## src/rtl/wb_regfile_if.sv

```systemverilog
// Writeback-stage bus for wb_regfile: the MEM/WB inputs, the ID read ports and the
// forwarding and count outputs.
interface wb_regfile_if;
  logic [31:0] addr_in;
  logic [31:0] data_in;
  logic [31:0] pc_4_in;
  logic [4:0]  rd_in;
  logic [2:0]  WB_ctrl_in;
  logic [4:0]  rs1_addr;
  logic [4:0]  rs2_addr;
  logic [31:0] rs1_data;
  logic [31:0] rs2_data;
  logic [31:0] wb_data_out;
  logic        wb_en_out;
  logic [31:0] wb_count;

  modport master (
    output addr_in, data_in, pc_4_in, rd_in, WB_ctrl_in, rs1_addr, rs2_addr,
    input  rs1_data, rs2_data, wb_data_out, wb_en_out, wb_count
  );

  modport slave (
    input  addr_in, data_in, pc_4_in, rd_in, WB_ctrl_in, rs1_addr, rs2_addr,
    output rs1_data, rs2_data, wb_data_out, wb_en_out, wb_count
  );
endinterface

```

## src/rtl/wb_regfile.sv

```systemverilog
// Writeback stage and 32x32 register file: selects the writeback value, writes it
// with one edge of latency, and serves two combinational read ports with bypass.
module wb_regfile (
  input logic         clk,
  input logic         rst,
  wb_regfile_if.slave bus
);
  logic [31:0] regs [32];
  logic [31:0] cnt_q;
  logic [31:0] wb_data;
  logic        wb_en;
  logic        reg_write;
  logic [1:0]  wb_sel;

  assign reg_write = bus.WB_ctrl_in[2];
  assign wb_sel    = bus.WB_ctrl_in[1:0];

  always_comb begin
    wb_data = 32'h0;
    case (wb_sel)
      2'b00:   wb_data = bus.addr_in;
      2'b01:   wb_data = bus.data_in;
      2'b10:   wb_data = bus.pc_4_in;
      default: wb_data = 32'h0;
    endcase
  end

  // Reserved select and x0 targets are dropped here so they never reach the array or count.
  assign wb_en = reg_write && (bus.rd_in != 5'd0) && (wb_sel != 2'b11);

  always_comb begin
    bus.rs1_data = 32'h0;
    if (bus.rs1_addr == 5'd0)
      bus.rs1_data = 32'h0;
    else if (wb_en && (bus.rs1_addr == bus.rd_in))
      bus.rs1_data = wb_data;
    else
      bus.rs1_data = regs[bus.rs1_addr];
  end

  always_comb begin
    bus.rs2_data = 32'h0;
    if (bus.rs2_addr == 5'd0)
      bus.rs2_data = 32'h0;
    else if (wb_en && (bus.rs2_addr == bus.rd_in))
      bus.rs2_data = wb_data;
    else
      bus.rs2_data = regs[bus.rs2_addr];
  end

  always_ff @(posedge clk or posedge rst) begin
    if (rst) begin
      for (int i = 0; i < 32; i++) regs[i] <= 32'h0;
      cnt_q <= 32'h0;
    end else if (wb_en) begin
      regs[bus.rd_in] <= wb_data;
      cnt_q           <= cnt_q + 32'd1;
    end
  end

  assign bus.wb_data_out = wb_data;
  assign bus.wb_en_out   = wb_en;
  assign bus.wb_count    = cnt_q;
endmodule

```

## src/flat_wrapper.sv

```systemverilog
// flat-port wrapper written by rule: the top's interface ports become plain ports
module wb_regfile_flat 
  (clk, rst, bus_addr_in, bus_data_in, bus_pc_4_in, bus_rd_in, bus_WB_ctrl_in, bus_rs1_addr, bus_rs2_addr, bus_rs1_data, bus_rs2_data, bus_wb_data_out, bus_wb_en_out, bus_wb_count);
  wb_regfile_if bus_i ();
  input logic clk;
  input logic rst;
  input wire logic [$bits(bus_i.addr_in)-1:0] bus_addr_in;
  input wire logic [$bits(bus_i.data_in)-1:0] bus_data_in;
  input wire logic [$bits(bus_i.pc_4_in)-1:0] bus_pc_4_in;
  input wire logic [$bits(bus_i.rd_in)-1:0] bus_rd_in;
  input wire logic [$bits(bus_i.WB_ctrl_in)-1:0] bus_WB_ctrl_in;
  input wire logic [$bits(bus_i.rs1_addr)-1:0] bus_rs1_addr;
  input wire logic [$bits(bus_i.rs2_addr)-1:0] bus_rs2_addr;
  output wire logic [$bits(bus_i.rs1_data)-1:0] bus_rs1_data;
  output wire logic [$bits(bus_i.rs2_data)-1:0] bus_rs2_data;
  output wire logic [$bits(bus_i.wb_data_out)-1:0] bus_wb_data_out;
  output wire logic [$bits(bus_i.wb_en_out)-1:0] bus_wb_en_out;
  output wire logic [$bits(bus_i.wb_count)-1:0] bus_wb_count;
  assign bus_i.addr_in = bus_addr_in;
  assign bus_i.data_in = bus_data_in;
  assign bus_i.pc_4_in = bus_pc_4_in;
  assign bus_i.rd_in = bus_rd_in;
  assign bus_i.WB_ctrl_in = bus_WB_ctrl_in;
  assign bus_i.rs1_addr = bus_rs1_addr;
  assign bus_i.rs2_addr = bus_rs2_addr;
  assign bus_rs1_data = bus_i.rs1_data;
  assign bus_rs2_data = bus_i.rs2_data;
  assign bus_wb_data_out = bus_i.wb_data_out;
  assign bus_wb_en_out = bus_i.wb_en_out;
  assign bus_wb_count = bus_i.wb_count;
  wb_regfile u_core (.clk(clk), .rst(rst), .bus(bus_i));
endmodule
```

## config.mk

```make
export PLATFORM = sky130hd
export DESIGN_NAME = wb_regfile_flat
export DESIGN_NICKNAME = d
export VERILOG_FILES = /design/src/rtl/wb_regfile_if.sv /design/src/rtl/wb_regfile.sv /design/src/flat_wrapper.sv
export SDC_FILE = /design/constraint.sdc
export NUM_CORES = 2
export LEC_CHECK = 0
export CAP_MARGIN = 20
export CORE_MARGIN = 3
export CORE_UTILIZATION = 36
export DETAILED_ROUTE_END_ITERATION = 10
export HOLD_SLACK_MARGIN = 0.15
export SYNTH_ARGS = -nofsm -noshare
export SYNTH_HDL_FRONTEND = slang
export SYNTH_SLANG_ARGS = --single-unit
```

## constraint.sdc

```tcl
create_clock -name clk -period 42.4 [get_ports clk]
set_clock_uncertainty 0.05 [all_clocks]
set_input_delay 4.24 -clock clk [delete_from_list [all_inputs] [get_ports clk]]
set_output_delay 4.24 -clock clk [all_outputs]
set_load 0.01 [all_outputs]
```

# Yosys cells after proc, flatten, opt, wreduce, memory -nomap -nowiden

Cells that the tools add are included.

Bits in registers: 1,056
Input port bits: 116
Output and inout port bits: 129
Word-level logic and storage cells: 69

$add $sub $neg: 1
Order comparisons: 4
Equality and inequality tests: 5
Multiplexer cells: 14
Bitwise gates (word level): 3
Reductions and logical operators: 9

Operators with widths:

| cell                                                                         | count |
|---|---|
| 1024-bit bitwise mux                                                         | 1 |
| 32-bit binary-select mux with 5-bit select                                   | 2 |
| 32-bit two-way mux                                                           | 9 |
| 32-bit demux with 5-bit select                                               | 1 |
| 32-bit case mux with 3 select lines                                          | 1 |
| 32-bit by 1-bit adder with 32-bit output, second input constant              | 1 |
| 6-bit >= comparator, second input constant                                   | 3 |
| 5-bit NOT with 6-bit output                                                  | 3 |
| 5-bit equality test                                                          | 2 |
| 5-bit zero test                                                              | 2 |
| 6-bit by 1-bit less-than comparator with 1-bit output, second input constant | 1 |
| 1-bit logical AND                                                            | 5 |
| 5-bit nonzero test                                                           | 1 |
| 2-bit by 1-bit equality test with 1-bit output, second input constant        | 1 |
| 2-bit equality test, second input constant                                   | 1 |
| 2-bit zero test                                                              | 1 |
| 2-bit != test, second input constant                                         | 1 |

# Logic depth before layout (Yosys ltp)

Depth after elaboration: 6
Depth in mapped cells: 9
Depth with buffers taken out: 6

# Worst setup path before layout

No wires, ideal clock.

Path kind: in2out
Start point: in bus_rs1_addr[2]
End point: out bus_rs1_data[30]
Arrival: 5,919 ps
Data required time: 38,110 ps
Slack: 32,191 ps
Stages on the path: 7
Buffers on the path: 3
Path through: buf_2 > buf_2 > clkbuf_1 > mux4_2 > a21oi_1 > o21ai_0 > a221oi_1

Word-level cells in the longest chain between the ends: 6
Elaborated cells on any way between the ends: 9
Those cells by class: eq/ne (1); mux (5); bitwise (1); reduce/logical (2)

RTL lines:

| what                                                   | line               | RTL |
|---|---|---|
| start: declaration                                     | flat_wrapper.sv:12 | `input wire logic [$bits(bus_i.rs1_addr)-1:0] bus_rs1_addr;` |
| 5-bit NOT with 6-bit output (implied by the code)      | wb_regfile.sv:38   | `bus.rs1_data = regs[bus.rs1_addr];` |
| 32-bit binary-select mux with 5-bit select             | wb_regfile.sv:38   |  |
| 32-bit two-way mux (implied by the code) (2 in series) | wb_regfile.sv:38   |  |
| 32-bit two-way mux                                     | wb_regfile.sv:35   | `else if (wb_en && (bus.rs1_addr == bus.rd_in))` |
| 32-bit two-way mux *                                   | wb_regfile.sv:33   | `if (bus.rs1_addr == 5'd0)` |
| end: declaration                                       | flat_wrapper.sv:14 | `output wire logic [$bits(bus_i.rs1_data)-1:0] bus_rs1_data;` |

Mark *: on every way between the ends. The rest lies on a longest branch, timed or not. The select of a mux whose other input is x is not followed.

# Worst setup path in the final report

Start point: in bus_rs1_addr[0]
End point: out bus_rs1_data[31]

Same word-level chain as after synthesis.

==> impl_metrics.yaml <==
floorplanning:
  io_pins: 245
  rows: 143
  core_area_um2: 152800
  die-area_um2: 159400
  die_width_um: 399.3
  die_h_um: 399.3
  initial_utilization_pct: 36.44
final_layout:
  fin_cells: 7404
  area_growth_syn_to_layout_pct: 14.10
  layout-drive-gt1-share_pct: 14.96
  final_nets: 5394
clock_tree:
  ctsResizeCount: 0
  cts_buffer_depth: 3
  postCtsSetupRepairBufs: 0
  cts_tree: "yes"
  root_buffer: "clkbuf_16"
  clock_latency_ns: 0.72
  cts_max_level: 3
  cts.sinks: 1056
  ctsHoldBuffers: 0
  cts_made_buffers: 114
  clk_pin_slew_ns: 0.06
timing:
  final_hold_viol_count: 0
  fin_crit_ns: 13.34
  max_slew.worst_pin.slew_ns: 1.260
  fmax_ghz: 0.07497
  fin_setup_tns_ns: 0
  fin_crit_sh_pct: 31.46
  fin_ws_ns: 29.06
  slew_violations: 0
  setup-violations-final: 0
  relSlewSlack_pct: 16.02
  rsz0062_at_grt: "no"
worst_setup_path:
  r2r_cells: 7
  critical_path.startpoint: "bus_rs1_addr[0]"
  setup.worst_path.end: "bus_rs1_data[31]"
  worstPathRequired_ns: 38.11
  critical_path_class: "input pin to output pin"
  critical_path_peak_fanout: 87
  reg2reg_slack_ns: 39.87
  cp-start-kind: "input pin"
  crit_path_end_kind: "output pin"
  cp_data_arrival_time_ns: 9.05
  r2r-end: "u_core.bus.wb_count[22]$_DFFE_PP0P_"
  r2r-start: "u_core.bus.wb_count[0]$_DFFE_PP0P_"
routing:
  via_per_inst: 6.015
  drt.antenna.violating_nets: 0
  drt_iter0_drc: 5186
  firstDrtPassIters: 6
  wl_per_cell_um: 28.03
  drc: 0
  routed_wl_um: 207600
  vias: 44532
power:
  netSwitchingFraction_pct: 29.06
  power.switching_uw: 832.4
  pwr-share-comb_pct: 18.0
  seqPwrFrac_pct: 44.2
  ir_drop_uv: 35.60
  clkPwrFrac_pct: 37.8
  power_density_nw_per_um2: 45.09
  power.internal_uw: 2032
  total_power_uw: 2864
  p_leak_uw: 0.02771
grt:
  grtUsageMet3_pct: 7.835
  gr-total-overflow: 0
  grt_antenna_before_repair: 8
  grt_first_pass_wirelength_um: 302000
  busiest_layer: "met2"
  gr-usage-met1_pct: 36.01
  grt_pass1_vias: 43222
  grt.met2_usage_pct: 37.43
  grt_max_degree: 190
  grt_usage_pct: 25.71
logic_synthesis:
  synth_edf_count: 0
  yosys_warnings: 0
  yosys.area.top_type: "dfrtp_1"
  yosysMostFrequentCell: "dfrtp_1"
  ys_types: 59
  ys_async_sr_fraction_pct: 100.0
  synth_ff_type: "dfrtp_1"
  synth_top_area_share_pct: 47.46
  netlist_area_um2: 55670
  ys_seq_elements: 1056
  yosysSeqAreaShare_pct: 47.46
  synthesis.instances: 5361
  avgSynthCellArea_um2: 10.39
  synth_area_leaders: "dfrtp_1, mux4_2, o21ai_0, mux2i_1, nand2_1"
  yosys-top-cells-count: "dfrtp_1, nand2_1, o21ai_0"
  syn_nets: 5478
placement:
  dp.cells: 7188
  port_buffers: 244
  dp_slack_ns: 29.05
  gp_congestion: 0.8946
  hpwlAfterDp_um: 121000
run:
  maxCapViolations: 0
status:
  status: "finished, final reports clean"
worst_hold_path:
  hp-start: "u_core.regs[1000]$_DFFE_PP0P_"
  hp-class: "flip-flop to flip-flop"
-- worst max-delay path, stage by stage --
cell	delay, ns
buf_8	0.47
buf_12	0.59
buf_4	0.78
nand2b_1	0.28
buf_4	0.44
o22ai_1	0.15
o21ai_0	0.17
a21oi_1	0.10
a221oi_1	0.97
clkdlybuf4s50_1	0.73
-- power by group through the flow --
stage / registers [uW] / clock network, uW / logic, uW
floorplan: 1250 / 0 / 353
global placement: 1270 / 0 / 501
detailed placement: 1280 / 0 / 512
CTS: 1260 / 1090 / 512
global route: 1280 / 1130 / 565
finish: 1260 / 1080 / 517
-- kinds of logic after synthesis --
| logic type | count (synthesis) | share of synthesized area, % |
|---|---|---|
| adder cells (fa/ha/maj) | 1 | 0.02247 |
| XOR/XNOR | 41 | 0.6450 |
| AND/OR/NAND/NOR | 1269 | 9.082 |
| multiplexers | 815 | 21.67 |
| AO/OA/AOI/OAI | 1571 | 16.19 |
| buffers and inverters | 608 | 4.924 |
| flip-flops | 1056 | 47.46 |
-- worst min-delay path by stage --
stage / endpoint / slack (ns) / cells after the start
2_1_floorplan: u_core.regs[1022]$_DFFE_PP0P_ / 0.40 / 1
6_report: u_core.regs[1000]$_DFFE_PP0P_ / 0.35 / 0
4_1_cts: u_core.regs[1011]$_DFFE_PP0P_ / 0.35 / 0
3_3_place_gp: u_core.regs[1011]$_DFFE_PP0P_ / 0.33 / 0
3_5_place_dp: u_core.regs[994]$_DFFE_PP0P_ / 0.34 / 0
5_1_grt: u_core.regs[1004]$_DFFE_PP0P_ / 0.36 / 0
-- layout make-up --
cell class | instances | area (um^2)
Timing Repair Buffer | 370 | 3491
Clock buffer | 164 | 3374
Sequential cell | 1056 | 26430
Multi-Input combinational cell | 3697 | 26870
Clock inverter | 43 | 661.9
Inverter | 38 | 150.1
Tap cell | 2030 | 2540
Fill cell | 14659 | 89270
Antenna cell | 6 | 15.01
-- placed cells by master (no fill, tap or decap), types with 12 or more instances in the layout --
cell	instances
a211oi_1	14
a21oi_1	115
a21oi_2	30
a221oi_1	103
a22o_1	15
a22oi_1	83
buf_4	122
bufinv_16	16
clkbuf_1	20
clkbuf_16	117
clkbuf_8	27
clkdlybuf4s50_1	232
clkinv_2	22
dfrtp_1	1056
inv_1	36
mux2_2	73
mux2i_1	437
mux4_2	305
nand2_1	1025
nand2_2	18
nand2_4	12
nor2_1	115
nor3_1	17
o211a_1	13
o211ai_1	61
o21a_1	23
o21ai_0	1033
o221ai_1	13
o22ai_1	40
xnor2_1	24
xor2_1	17
-- per-layer routing --
metal	routed length, um	share of wire, %	vias to the layer above
met4	8225	4.0	8
met3	23780	11	471
met5	60	0.029	-
met2	88750	43	2459
li1	-	-	19111
met1	86740	42	22483
-- metrics by stage --
stage | cell area, um^2 | utilization (%) | hold slack (ns)
after floorplan | 55670 | - | 0.3951
after global placement | 59370 | 38.86 | 0.3338
after detailed placement | 59400 | 38.87 | 0.3376
after CTS | 63440 | 41.52 | 0.3535
after global routing | 63510 | 41.57 | 0.3607
final | 63530 | 41.57 | 0.3507
-- flip-flops by register name, indices dropped and copies added, names as in the netlist --
name                 flops
u_core.bus.wb_count     32
u_core.regs           1024
Note: power is estimated with default switching activity, not from simulation.
